## src/rtl/uart_pkt_pkg.sv

```systemverilog
// Shared definitions for the UART frame controller: state encoding, header bytes, error codes.
package uart_pkt_pkg;

    typedef enum logic [2:0] {
        ST_IDLE,
        ST_HEAD1,
        ST_CMD,
        ST_LEN,
        ST_DATA,
        ST_CHK
    } state_t;

    localparam logic [7:0] HEAD0 = 8'hA5;
    localparam logic [7:0] HEAD1 = 8'h5A;

    typedef enum logic [1:0] {
        ERR_NONE    = 2'd0,
        ERR_CHK     = 2'd1,
        ERR_TIMEOUT = 2'd2,
        ERR_LEN     = 2'd3
    } err_code_t;

    function automatic logic [31:0] timeout_cycles(input int unsigned clk_freq,
                                                   input int unsigned timeout_us);
        return 32'((clk_freq / 1_000_000) * timeout_us);
    endfunction

endpackage

```

## src/rtl/uart_gap_timer.sv

```systemverilog
// Inter-byte gap counter: counts while enabled, pulses expire for one cycle at TIMEOUT_CNT.
module uart_gap_timer #(
    parameter logic [31:0] TIMEOUT_CNT = 32'd50_000
) (
    input  logic sys_clk,
    input  logic sys_rst_n,
    input  logic clr,
    input  logic en,
    output logic expire
);

    logic [31:0] cnt;

    // Saturating so a lingering enable cannot wrap into a second expiry
    always_ff @(posedge sys_clk or negedge sys_rst_n) begin
        if (!sys_rst_n) begin
            cnt <= '0;
        end else if (clr) begin
            cnt <= '0;
        end else if (en && (cnt != TIMEOUT_CNT)) begin
            cnt <= cnt + 32'd1;
        end
    end

    assign expire = en && (cnt == TIMEOUT_CNT);

endmodule

```

## src/rtl/uart_pkt_ctrl.sv

```systemverilog
// Frame controller: A5 5A CMD LEN payload CHK, with checksum, length and gap-timeout recovery.
module uart_pkt_ctrl
    import uart_pkt_pkg::*;
#(
    parameter int unsigned CLK_FREQ   = 50_000_000,
    parameter int unsigned TIMEOUT_US = 1000,
    parameter int unsigned MAX_LEN    = 255
) (
    input  logic       sys_clk,
    input  logic       sys_rst_n,
    input  logic       rx_valid_i,
    input  logic [7:0] rx_data_i,
    output logic       pkt_start_o,
    output logic [7:0] pkt_cmd_o,
    output logic [7:0] pkt_len_o,
    output logic       pkt_data_valid_o,
    output logic [7:0] pkt_data_o,
    output logic       pkt_done_o,
    output logic       pkt_err_o,
    output logic [1:0] err_code_o,
    output logic       busy_o
);

    localparam logic [31:0] TIMEOUT_CNT = timeout_cycles(CLK_FREQ, TIMEOUT_US);
    localparam logic [8:0]  MAX_LEN_W   = 9'(MAX_LEN);

    state_t    state, state_n;
    err_code_t err_q, err_n;
    logic [7:0] cmd_q, cmd_n;
    logic [7:0] sum_q, sum_n;
    logic [7:0] rem_q, rem_n;
    logic [7:0] pkt_cmd_n, pkt_len_n, pkt_data_n;
    logic       start_n, dv_n, done_n, perr_n;
    logic       expire;

    uart_gap_timer #(
        .TIMEOUT_CNT (TIMEOUT_CNT)
    ) u_gap_timer (
        .sys_clk   (sys_clk),
        .sys_rst_n (sys_rst_n),
        .clr       (rx_valid_i || (state == ST_IDLE)),
        .en        (state != ST_IDLE),
        .expire    (expire)
    );

    always_comb begin
        state_n    = state;
        err_n      = err_q;
        cmd_n      = cmd_q;
        sum_n      = sum_q;
        rem_n      = rem_q;
        pkt_cmd_n  = pkt_cmd_o;
        pkt_len_n  = pkt_len_o;
        pkt_data_n = pkt_data_o;
        start_n    = 1'b0;
        dv_n       = 1'b0;
        done_n     = 1'b0;
        perr_n     = 1'b0;

        // A byte arriving on the expiry cycle takes priority over the timeout
        if (rx_valid_i) begin
            unique case (state)
                ST_IDLE: begin
                    if (rx_data_i == HEAD0) state_n = ST_HEAD1;
                end
                ST_HEAD1: begin
                    if (rx_data_i == HEAD1)      state_n = ST_CMD;
                    else if (rx_data_i != HEAD0) state_n = ST_IDLE;
                end
                ST_CMD: begin
                    cmd_n   = rx_data_i;
                    sum_n   = rx_data_i;
                    state_n = ST_LEN;
                end
                ST_LEN: begin
                    if ({1'b0, rx_data_i} > MAX_LEN_W) begin
                        perr_n  = 1'b1;
                        err_n   = ERR_LEN;
                        state_n = ST_IDLE;
                    end else begin
                        pkt_cmd_n = cmd_q;
                        pkt_len_n = rx_data_i;
                        start_n   = 1'b1;
                        err_n     = ERR_NONE;
                        sum_n     = sum_q + rx_data_i;
                        rem_n     = rx_data_i;
                        state_n   = (rx_data_i == 8'd0) ? ST_CHK : ST_DATA;
                    end
                end
                ST_DATA: begin
                    dv_n       = 1'b1;
                    pkt_data_n = rx_data_i;
                    sum_n      = sum_q + rx_data_i;
                    rem_n      = rem_q - 8'd1;
                    if (rem_q == 8'd1) state_n = ST_CHK;
                end
                ST_CHK: begin
                    if (rx_data_i == sum_q) begin
                        done_n = 1'b1;
                    end else begin
                        perr_n = 1'b1;
                        err_n  = ERR_CHK;
                    end
                    state_n = ST_IDLE;
                end
                default: state_n = ST_IDLE;
            endcase
        end else if (expire) begin
            state_n = ST_IDLE;
            if (state != ST_HEAD1) begin
                perr_n = 1'b1;
                err_n  = ERR_TIMEOUT;
            end
        end
    end

    always_ff @(posedge sys_clk or negedge sys_rst_n) begin
        if (!sys_rst_n) begin
            state            <= ST_IDLE;
            err_q            <= ERR_NONE;
            cmd_q            <= '0;
            sum_q            <= '0;
            rem_q            <= '0;
            pkt_start_o      <= 1'b0;
            pkt_cmd_o        <= '0;
            pkt_len_o        <= '0;
            pkt_data_valid_o <= 1'b0;
            pkt_data_o       <= '0;
            pkt_done_o       <= 1'b0;
            pkt_err_o        <= 1'b0;
            busy_o           <= 1'b0;
        end else begin
            state            <= state_n;
            err_q            <= err_n;
            cmd_q            <= cmd_n;
            sum_q            <= sum_n;
            rem_q            <= rem_n;
            pkt_start_o      <= start_n;
            pkt_cmd_o        <= pkt_cmd_n;
            pkt_len_o        <= pkt_len_n;
            pkt_data_valid_o <= dv_n;
            pkt_data_o       <= pkt_data_n;
            pkt_done_o       <= done_n;
            pkt_err_o        <= perr_n;
            busy_o           <= (state_n != ST_IDLE);
        end
    end

    assign err_code_o = err_q;

endmodule

```

## config.mk

```make
export PLATFORM = sky130hd
export DESIGN_NAME = uart_pkt_ctrl
export DESIGN_NICKNAME = d
export VERILOG_FILES = /design/src/rtl/uart_pkt_pkg.sv /design/src/rtl/uart_gap_timer.sv /design/src/rtl/uart_pkt_ctrl.sv
export SDC_FILE = /design/constraint.sdc
export NUM_CORES = 1
export LEC_CHECK = 0
export CAP_MARGIN = 20
export CORE_ASPECT_RATIO = 0.6
export CORE_MARGIN = 2
export CORE_UTILIZATION = 47
export DETAILED_ROUTE_END_ITERATION = 10
export PLACE_DENSITY = 0.67
export RECOVER_POWER = 25
export SLEW_MARGIN = 20
export SYNTH_ARGS = -nofsm -noshare
export SYNTH_HDL_FRONTEND = slang
export SYNTH_SLANG_ARGS = --single-unit
```

## constraint.sdc

```tcl
create_clock -name sys_clk -period 7.7 [get_ports sys_clk]
set_clock_uncertainty 0.15 [all_clocks]
set_input_delay 1.54 -clock sys_clk [delete_from_list [all_inputs] [get_ports sys_clk]]
set_output_delay 1.54 -clock sys_clk [all_outputs]
set_load 0.1 [all_outputs]
```

* Yosys cells after proc, flatten, opt, wreduce, memory -nomap -nowiden
Index checks and enable logic that the tools add are counted.
W data, S select, Z words.
** Word-level totals
- Flip-flop bits (word level) :: 90
- Bits of input ports :: 11
- Output and inout bits :: 31
- Word-level logic and storage cells :: 80
** Cells by class
- $add $sub $neg :: 3
- Eq/ne operators :: 15
- Multiplexer cells :: 29
- Reductions and logical operators :: 19
** Operator list (number)
- $mux W32 :: 2
- $add A32 B1 Y32 const B :: 1
- $eq A32 B16 Y1 const B :: 1
- $ne A32 B16 Y1 const B :: 1
- $pmux W8 S2 :: 2
- $mux W3 :: 6
- $pmux W3 S5 :: 1
- $mux W1 :: 13
- $reduce_and A2 Y1 :: 5
- $reduce_bool A2 Y1 :: 5
- $add A8 B8 Y8 :: 1
- $eq A8 B1 Y1 const B :: 1
- $eq A8 B7 Y1 const B :: 1
- $eq A8 B8 Y1 :: 1
- $eq A8 B8 Y1 const B :: 1
- $logic_not A8 Y1 :: 1
- $mux W2 :: 4
- $ne A8 B8 Y1 const B :: 1
- $sub A8 B1 Y8 const B :: 1
- $eq A3 B2 Y1 const B :: 2
- $eq A3 B3 Y1 const B :: 2
- $ne A3 B1 Y1 const B :: 2
- $reduce_bool A3 Y1 :: 2
- $pmux W2 S2 :: 1
- 7 further kinds :: 8

* Logic depth before layout (Yosys ltp)
Gate-level depths: netlist of run 1.
- Word-level depth :: 6
- Depth in mapped cells :: 9
- Mapped depth without buffers :: 9

* Modules after synthesis
A second synthesis of run 1 with hierarchy kept.
** Unflattened totals
- Cells, all modules :: 487
- Area, all modules :: 4729.5 um^2
** Modules (own cells, without submodules)
- uart_pkt_ctrl :: times used 1, cells an instance 300, area each 2935.3 um^2, sequential area each 1451.4 um^2
- uart_gap_timer :: times used 1, cells an instance 187, area each 1794.2 um^2, sequential area each 800.8 um^2

* Least setup slack after synthesis of run 1
Ideal clock, no wire load.
- Path kind :: input port to flip-flop
- Start point :: in rx_data_i[1]
- End point :: reg sum_q[7]
- Library setup time :: 0.116 ns
- Arrival :: 2.883 ns
- Data required time :: 7.434 ns
- Path slack :: 4.552 ns
- Stages :: 7
- Buffers on the path :: 0
- Cells stage by stage :: ha_1 a21oi_1 o2111ai_1 a21o_1 a21oi_1 mux2i_1 o311ai_0
** Between the ends
- Longest elaborated chain between the ends :: 2
** Ends and longest elaborated chain
- start, declared :: RTL line uart_pkt_ctrl.sv:12 : input logic [7:0] rx_data_i,
- $add A8 B8 Y8 :: RTL line uart_pkt_ctrl.sv:85, uart_pkt_ctrl.sv:93
- $pmux W8 S2 :: RTL line uart_pkt_ctrl.sv:62 : unique case (state)
- end signal, assigned :: RTL line uart_pkt_ctrl.sv:136 : sum_q <= sum_n;
- end, declared :: RTL line uart_pkt_ctrl.sv:30 : logic [7:0] sum_q, sum_n;
Every way passes these cells.
A chain may end at the register's enable or synchronous reset.

* Final worst setup path of run 1
- Start point :: in rx_valid_i
- End point :: reg cmd_q[0]
** Between the ends
- Longest elaborated chain between the ends :: 1
** Ends and longest elaborated chain
- start, declared :: RTL line uart_pkt_ctrl.sv:11 : input logic rx_valid_i,
- $reduce_and A2 Y1 (no source line)
- end signal, assigned :: RTL line uart_pkt_ctrl.sv:135 : cmd_q <= cmd_n;
- end, declared :: RTL line uart_pkt_ctrl.sv:29 : logic [7:0] cmd_q, cmd_n;
Every way passes these cells.

==> reports/metrics.yaml, run 1 <==
run:
  max_cap_violations: 1
layout:
  final_area_sq_um: 5309
  stdcell_count: 647
  area_delta_synth_final_pct: 19.05
  fin_nets: 535
  diodes: 0
  drive_gt1_share_pct: 7.157
route:
  ant_nets: 0
  first_pass_iters: 5
  drt-total-wl_um: 10690
  wl_per_cell_um: 16.52
  drt-initial-drc-count: 468
  via_per_inst: 5.564
  drc_errors: 0
  num_vias: 3600
hold_path:
  hold_end: "pkt_cmd_o[1]"
  hold_class: "reg2reg"
  min_delay_path_depth: 2
  hold_start: "cmd_q[1]"
clocking:
  numCtsBuffers: 9
  clk_pin_slew_ns: 0.06
  cts_max_level: 3
  hold_buffers: 0
  post_cts_resized: 0
  clkSinkCount: 90
  clockBufferDepth: 2
  post-cts-setup-buffers: 0
  root_buffer: "clkbuf_16"
  clock_latency_ns: 0.33
  cts_tree: "done"
worst_setup_path:
  start_kind: "input pin"
  end_kind: "flip-flop"
  worst_ep_arrival_time_ns: 3.80
  reg2reg_to: "cmd_q[0]"
  critical_path_class: "in2reg"
  crit_required_ns: 7.76
  reg2reg_slack_ns: 4.83
  rr_startpoint: "state[2]"
  worst_r2r_path_depth: 5
  crit_fanout: 16
pwr:
  power.internal_mw: 1.025
  switchingPower_mw: 0.6641
  clkPwrFrac_pct: 26.3
  share_seq_of_total_power_pct: 38.1
  fin_total_pwr_mw: 1.689
  power_frac_comb_pct: 35.6
  vdd.ir_drop.worst_mv: 0.3438
  p_leak_nw: 2.305
  p_sw_share_pct: 39.31
  p_per_area_nw_per_um2: 318.2
synth:
  synthTopCellsByArea: "dfrtp_1 (51%), nand2_1 (7.6%), nor2_1 (4.0%), mux2_2 (3.5%), xnor2_1 (3.1%)"
  netlist_area_sq_um: 4459
  synth-async-reset-ratio_pct: 100.0
  synth-edff-count: 0
  synth_top_flop_cell: "dfrtp_1"
  synth.distinct_cells: 51
  post-synth-top-area-cell: "dfrtp_1"
  ys_seq_elements: 90
  yosys_warnings: 0
  synth_nets: 495
  postSynthAreaPerCell_sq_um: 9.448
  ys_seq_area_share_pct: 50.51
  synth_top_cells_by_count: "dfrtp_1 (90), nand2_1 (90), nor2_1 (48)"
  synth_top_area_share_pct: 50.51
  netlist_instances: 472
sta:
  finalHoldViolCount: 0
  fin_crit_ns: 3.737
  tightest_slew_ns: 1.634
  setup-violations-final: 0
  timing.slew.headroom_pct: -8.945
  finalSetupTns_ns: 0
  fin_crit_sh_pct: 48.53
  max_clock_freq_mhz: 267.6
  drv_slew: 30
  fin_ws_ns: 3.963
  rsz0062_at_grt: "no"
floorplan:
  core_sq_um: 9189
  num_rows: 27
  die_w_um: 129.8
  die_area_sq_um: 10310
  die_h_um: 79.45
  io_pins: 42
  start_util_pct: 48.53
place:
  portBuffers: 41
  dp_hpwl_um: 7490
  place_area_sq_um: 5006
  place_congestion: 0.8962
  dp.cells: 631
  place_ws_ns: 3.683
global_routing:
  grt_pass1_vias: 3368
  grt_pass1_wl_um: 18130
  grt.overflow.total: 0
  antenna_found_initial: 0
  grt_max_degree: 63
  gr-usage-all-layers_pct: 23.12
run_status:
  status: "finished with violations"
  violations: "max-capacitance violations, max-slew violations"
-- placed cells by master, fill, tap and decap left out, types with 2 or more instances in the layout --
master	Yosys	layout
dfrtp_1	90	90
clkbuf_1	14	2
xnor2_1	16	16
clkinvlp_4	0	2
or3_1	8	8
mux2i_1	6	6
mux2_2	14	14
nand4_1	15	15
nand2_1	90	90
o21a_1	2	2
and2_1	2	2
o21ai_0	22	22
ha_1	11	11
nor4b_1	2	2
a32oi_1	4	4
and4_1	2	2
xor2_1	13	13
nor2b_1	5	5
nor3b_1	2	2
and3_1	3	3
buf_4	0	4
a21oi_1	15	15
nand3_1	17	17
o41ai_1	2	2
clkbuf_8	0	2
nor3_1	16	16
a21o_1	2	2
clkbuf_16	0	9
nand2b_1	2	2
clkdlybuf4s50_1	0	40
inv_1	18	18
nor2_1	48	48
nor4_1	7	7
-- worst max-delay path, stage by stage --
cell and delay, ns:
clkdlybuf4s50_1 0.76, o21ai_1 0.13, buf_4 0.21, nor2_1 0.73, mux2_2 0.42
-- stage by stage --
step | utilization, % | hold slack (ns)
6_report | 57.78 | 0.3157
5_1_grt | 57.78 | 0.3452
2_1_floorplan | - | 0.2848
3_3_place_gp | 54.48 | 0.3053
3_5_place_dp | 54.48 | 0.3131
4_1_cts | 57.82 | 0.3197
-- power by group through the flow --
stage	clock, mW	sequential [mW]	combinational, mW
2_1_floorplan	0	0.867	0.224
3_3_place_gp	0	0.647	0.588
3_5_place_dp	0	0.650	0.596
4_1_cts	0.453	0.643	0.600
5_1_grt	0.480	0.657	0.644
6_report	0.445	0.643	0.601
-- state kept, by name (all words and copies together), names as in the netlist, 2 cells and up --
register,cells
u_gap_timer.cnt,32
pkt_data_o,8
rem_q,8
state,3
pkt_len_o,8
err_code_o,2
sum_q,8
cmd_q,8
pkt_cmd_o,8
-- layer usage --
layer	GRT usage (%)	vias up	wire, um
met1	37.40	1726	5508
met2	30.52	154	4219
met5	0	-	0
met3	6.166	6	893
li1	-	1714	-
met4	4.731	0	65
-- worst max path at each step --
stage	slack (ns)	start	cells past startpoint	end
after floorplan	4.55	rx_data_i[1]	7	sum_q[7]
after global placement	3.73	rx_valid_i	5	cmd_q[1]
after detailed placement	3.68	rx_valid_i	5	cmd_q[3]
after CTS	4.00	rx_valid_i	5	cmd_q[0]
after global routing	3.78	rx_data_i[2]	8	sum_q[7]
final	3.96	rx_valid_i	5	cmd_q[0]
-- cells by family (layout without fill, tap and decap cells) --
| logic type | after synthesis | after routing | share of synthesized area, % |
|---|---|---|---|
| muxes | 20 | 20 | 4.882 |
| xor gates and xnor gates | 29 | 29 | 5.696 |
| DFF | 90 | 90 | 50.51 |
| and+or+nand+nor | 225 | 225 | 23.71 |
| AOI/OAI and AO/OA | 61 | 61 | 8.558 |
| buffers and inverters | 35 | 80 | 3.114 |
| adders and majority gates | 12 | 12 | 3.535 |
-- layout make-up --
class	instances	area [sq um]
fill	812	3880
sequential	90	2252
multi-input combinational	347	2082
timing repair buffer	45	434.2
clock buffer	12	256.5
tap	130	162.7
inverter	19	71.32
clock inverter	4	50.05
Power figures use the tool's default switching activity.
==> inputs of run 2 (changes only) <==
Settings changed: PLACE_DENSITY 0.67 to 0.7.
Clock period 7.7 ns to 3.41 ns, I/O delays scaled along.
==> run 2 against run 1 <==
Net effect: the flow now finishes without violations; via count up 0.81%; worst hold slack worse by 0.0043 ns; cell count rose by 1.2%; non-clock buffer count increased by 8; highest routed layer unchanged.
==> reports/metrics.yaml, run 2 (synthesis results as in run 1) <==
run_status:
  status: "complete, no violations"
sta:
  finalHoldViolCount: 0
  finalSetupTns_ns: 0
  hold_ws_ns: 0.3114
  tightest_slew_ns: 1.446
  fin_crit_ns: 2.847
  timing.slew.headroom_pct: 3.609
  rsz0062_at_grt: "no"
  fin_ws_ns: 0.5625
  setup-violations-final: 0
  fin_crit_sh_pct: 83.50
  drv_slew: 0
  max_clock_freq_mhz: 351.2
layout:
  diodes: 0
  fill_cells: 816
  top_register: "u_gap_timer.cnt"
  area_delta_synth_final_pct: 19.22
  fin_nets: 543
  multi_input_area_sq_um: 2082
  stdcell_count: 655
  layout_common_cells: "nand2_1 (90), dfrtp_1 (90), nor2_1 (48), buf_4 (41), o21ai_0 (22)"
  final_area_sq_um: 5316
  regArea_sq_um: 2252
  drive_gt1_share_pct: 14.10
  largest_reg_flops: 32
global_routing:
  grt_pass1_vias: 3508
  gr-usage-all-layers_pct: 23.20
  grt_pass1_wl_um: 18190
  grt_max_degree: 56
  antenna_found_initial: 0
  grt.overflow.total: 0
route:
  via_per_inst: 5.540
  ant_nets: 0
  wl_per_cell_um: 16.55
  drc_errors: 0
  drt-initial-drc-count: 282
  drt-total-wl_um: 10840
  first_pass_iters: 5
  num_vias: 3629
clocking:
  clockBufferDepth: 2
  clkSinkCount: 90
  cts_tree: "done"
  numCtsBuffers: 9
  clock_latency_ns: 0.34
  post-cts-setup-buffers: 0
  root_buffer: "clkbuf_16"
  cts_max_level: 3
  hold_buffers: 0
  post_cts_resized: 0
  clk_pin_slew_ns: 0.06
worst_setup_path:
  worst_ep_arrival_time_ns: 2.92
  end_kind: "flip-flop"
  crit_required_ns: 3.48
  cpPeakStageDelay_ns: 0.65
  slowest_stage: "clkdlybuf4s50_1"
  critical_path_class: "in2reg"
  cp_common_cell: "a21oi_1"
  reg2reg_slack_ns: 0.75
  cp_cell_sequence: "clkdlybuf4s50_1, ha_1, a21oi_1, o2111ai_1, a21o_1, a21oi_1, mux2i_1, o311ai_0"
  worst_r2r_path_depth: 7
  start_kind: "input pin"
  crit_fanout: 7
pwr:
  p_leak_nw: 2.415
  power_frac_comb_pct: 34.7
  power.internal_mw: 2.351
  p_per_area_nw_per_um2: 725.2
  vdd.ir_drop.worst_mv: 0.6979
  clkPwrFrac_pct: 27.4
  p_sw_share_pct: 39.03
  share_seq_of_total_power_pct: 37.8
  switchingPower_mw: 1.505
floorplan:
  core_sq_um: 9189
  num_rows: 27
  io_pins: 42
  start_util_pct: 48.53
  die_area_sq_um: 10310
  die_w_um: 129.8
  die_h_um: 79.45
place:
  place_ws_ns: 0.2205
  place_area_sq_um: 5005
  dp_hpwl_um: 7665
  dp.cells: 639
  place_congestion: 0.9023
  portBuffers: 41
run:
  max_cap_violations: 0
hold_path:
  hold_class: "reg2reg"
  min_delay_path_depth: 2
-- run 2: worst max-delay path, delay by kind of cell --
kind	cells	cell delay, ns
AOI/OAI and AO/OA	5	1.21
buffers and inverters	1	0.65
muxes	1	0.09
adders and majority gates	1	0.30
-- run 2: worst paths after layout --
kind | startpoint | to
worst max-delay path | rx_data_i[1] | sum_q[7]
worst min-delay path | cmd_q[5] | pkt_cmd_o[5]
max in group asynchronous | sys_rst_n | pkt_data_valid_o
worst max register to register | u_gap_timer.cnt[0] | busy_o
min in group asynchronous | sys_rst_n | pkt_data_o[4]
worst min register to register | cmd_q[5] | pkt_cmd_o[5]
-- run 2: stage by stage --
stage,utilization (%),total power [mW]
floorplan,-,2.462
global placement,54.34,2.778
detailed placement,54.47,2.806
CTS,57.88,3.876
global route,57.86,4.049
finish,57.86,3.855
-- run 2: final cells by class --
| class | count | share of cell area, % |
|---|---|---|
| tap | 130 | 3.060 |
| clock buffer | 14 | 4.778 |
| inverter | 19 | 1.341 |
| clock inverter | 2 | 1.130 |
| multi-input combinational | 347 | 39.16 |
| timing repair buffer | 53 | 8.167 |
| sequential | 90 | 42.36 |
-- run 2: per-layer routing --
metal	vias up	part of all wire [%]	GRT usage [%]
met2	115	40	31.26
met5	-	0	0
met3	10	7.5	6.367
met4	0	0.85	5.914
li1	1738	-	-
met1	1766	52	36.38
-- run 2: power groups by stage --
| stage | sequential [mW] | combinational (mW) | clock [mW] |
|---|---|---|---|
| global route | 1.49 | 1.44 | 1.12 |
| finish | 1.46 | 1.34 | 1.06 |
| detailed placement | 1.47 | 1.34 | 0 |
| floorplan | 1.96 | 0.505 | 0 |
| global placement | 1.46 | 1.32 | 0 |
| CTS | 1.46 | 1.34 | 1.08 |
==> inputs of run 3 (changes only) <==
Clock period 3.41 ns to 2.5 ns, I/O delays scaled along.
==> run 3 against run 2 <==
Net effect: die area stayed put; critical endpoint is now busy_o; combinational power up 46%; cell area increased by 5.0%; sequential share of layout area shrank 2.0 points; largest power group unchanged; clock power rose by 23%; non-clock buffer count is 39 higher.
==> reports/metrics.yaml, run 3 (synthesis results as in run 1) <==
run_status:
  status: "complete, no violations"
worst_setup_path:
  critical_path_class: "reg2reg"
  worst_ep_arrival_time_ns: 2.53
  rr_startpoint: "u_gap_timer.cnt[0]"
  start_kind: "flip-flop"
  crit_required_ns: 2.58
  reg2reg_to: "busy_o"
  worst_r2r_path_depth: 7
  reg2reg_slack_ns: 0.05
  end_kind: "flip-flop"
  crit_fanout: 5
clocking:
  clockBufferDepth: 2
  hold_buffers: 0
  cts_tree: "done"
  root_buffer: "clkbuf_16"
  cts_max_level: 3
  numCtsBuffers: 9
  clock_latency_ns: 0.35
  clkSinkCount: 90
  clk_pin_slew_ns: 0.07
layout:
  largest_reg_flops: 32
  area_delta_synth_final_pct: 25.20
  layout_common_cells: "nand2_1 (90), dfrtp_1 (90), buf_4 (81), nor2_1 (48), o21ai_0 (21)"
  fin_nets: 582
  drive_gt1_share_pct: 21.10
  diodes: 0
  final_area_sq_um: 5583
  top_register: "u_gap_timer.cnt"
pwr:
  p_per_area_nw_per_um2: 939.4
  p_leak_nw: 2.592
  vdd.ir_drop.worst_mv: 0.8970
  fin_total_pwr_mw: 5.244
run:
  max_cap_violations: 0
place:
  place_ws_ns: -0.2902
  place_area_sq_um: 5281
  portBuffers: 41
  dp_hpwl_um: 8080
  place_congestion: 0.8663
global_routing:
  grt_pass1_vias: 3678
  grt_max_degree: 46
  grt.overflow.total: 0
  grt_pass1_wl_um: 18950
  antenna_found_initial: 0
  gr-usage-all-layers_pct: 23.91
floorplan:
  die_h_um: 79.45
  die_area_sq_um: 10310
  io_pins: 42
  start_util_pct: 48.53
  core_sq_um: 9189
  die_w_um: 129.8
  num_rows: 27
sta:
  hold_ws_ns: 0.1790
  finalHoldViolCount: 0
  setup-violations-final: 0
  max_clock_freq_mhz: 407.8
  fin_crit_sh_pct: 98.10
  rsz0062_at_grt: "yes"
  fin_ws_ns: 0.04758
  drv_slew: 0
  fin_crit_ns: 2.452
  timing.slew.headroom_pct: 27.01
  tightest_slew_ns: 1.095
route:
  via_per_inst: 5.421
  num_vias: 3762
  drt-total-wl_um: 11230
  first_pass_iters: 5
  drc_errors: 0
  drt-initial-drc-count: 312
  ant_nets: 0
  wl_per_cell_um: 16.18
hold_path:
  hold_class: "in2async"
==> run 3: timing repair <==
item,CTS,global route
setup buffers,0,0
gates resized for setup,0,6
endpoints found under the hold margin,0,0
setup endpoints to repair,0,3
==> run 3: power breakdown <==
| part | switching [mW] | leakage (nW) | internal, mW | total [mW] |
|---|---|---|---|---|
| sequential | 0.235 | 1.20 | 1.75 | 1.98 |
| clock | 0.610 | 0.135 | 0.689 | 1.30 |
| combinational | 1.30 | 1.26 | 0.657 | 1.96 |
| total | 2.15 | 2.59 | 3.09 | 5.24 |
==> run 3: worst max-delay path, stage by stage, from the launching register on <==
cell and delay, ns:
dfrtp_1 0.39, inv_1 0.08, ha_1 0.14, nor4b_2 0.24, nand4_1 0.16, or4_4 0.49
a311o_1 0.39, or3_1 0.31
==> run 3: through the flow <==
stage	cells	TNS, ns	utilization, %
finish	694	0	60.76
detailed placement	678	-0.7966	57.48
global route	694	-0.04930	60.76
floorplan	472	0	-
CTS	694	0	60.51
global placement	678	-0.5801	57.48
==> run 3: area by class of cell <==
| type | count | area [sq um] |
|---|---|---|
| Clock buffer | 10 | 229.0 |
| Inverter | 19 | 71.32 |
| Sequential cell | 90 | 2252 |
| Timing Repair Buffer | 92 | 709.4 |
| Multi-Input combinational cell | 347 | 2108 |
| Clock inverter | 6 | 50.05 |
| Fill cell | 790 | 3606 |
| Tap cell | 130 | 162.7 |
==> run 3: worst max path at each step <==
stage / startpoint / end / slack [ns] / cells past startpoint
global route: u_gap_timer.cnt[1] / busy_o / -0.05 / 7
finish: u_gap_timer.cnt[0] / busy_o / 0.05 / 7
detailed placement: rx_data_i[1] / sum_q[7] / -0.29 / 8
floorplan: u_gap_timer.cnt[10] / busy_o / 0.04 / 5
CTS: u_gap_timer.cnt[1] / busy_o / 0.01 / 7
global placement: rx_data_i[0] / sum_q[6] / -0.21 / 10
==> run 3: per-layer routing <==
metal | track usage [%] | routed length (um)
met3 | 5.965 | 613
met4 | 5.269 | 100
met1 | 37.40 | 5839
met5 | 0 | 0
met2 | 33.14 | 4678
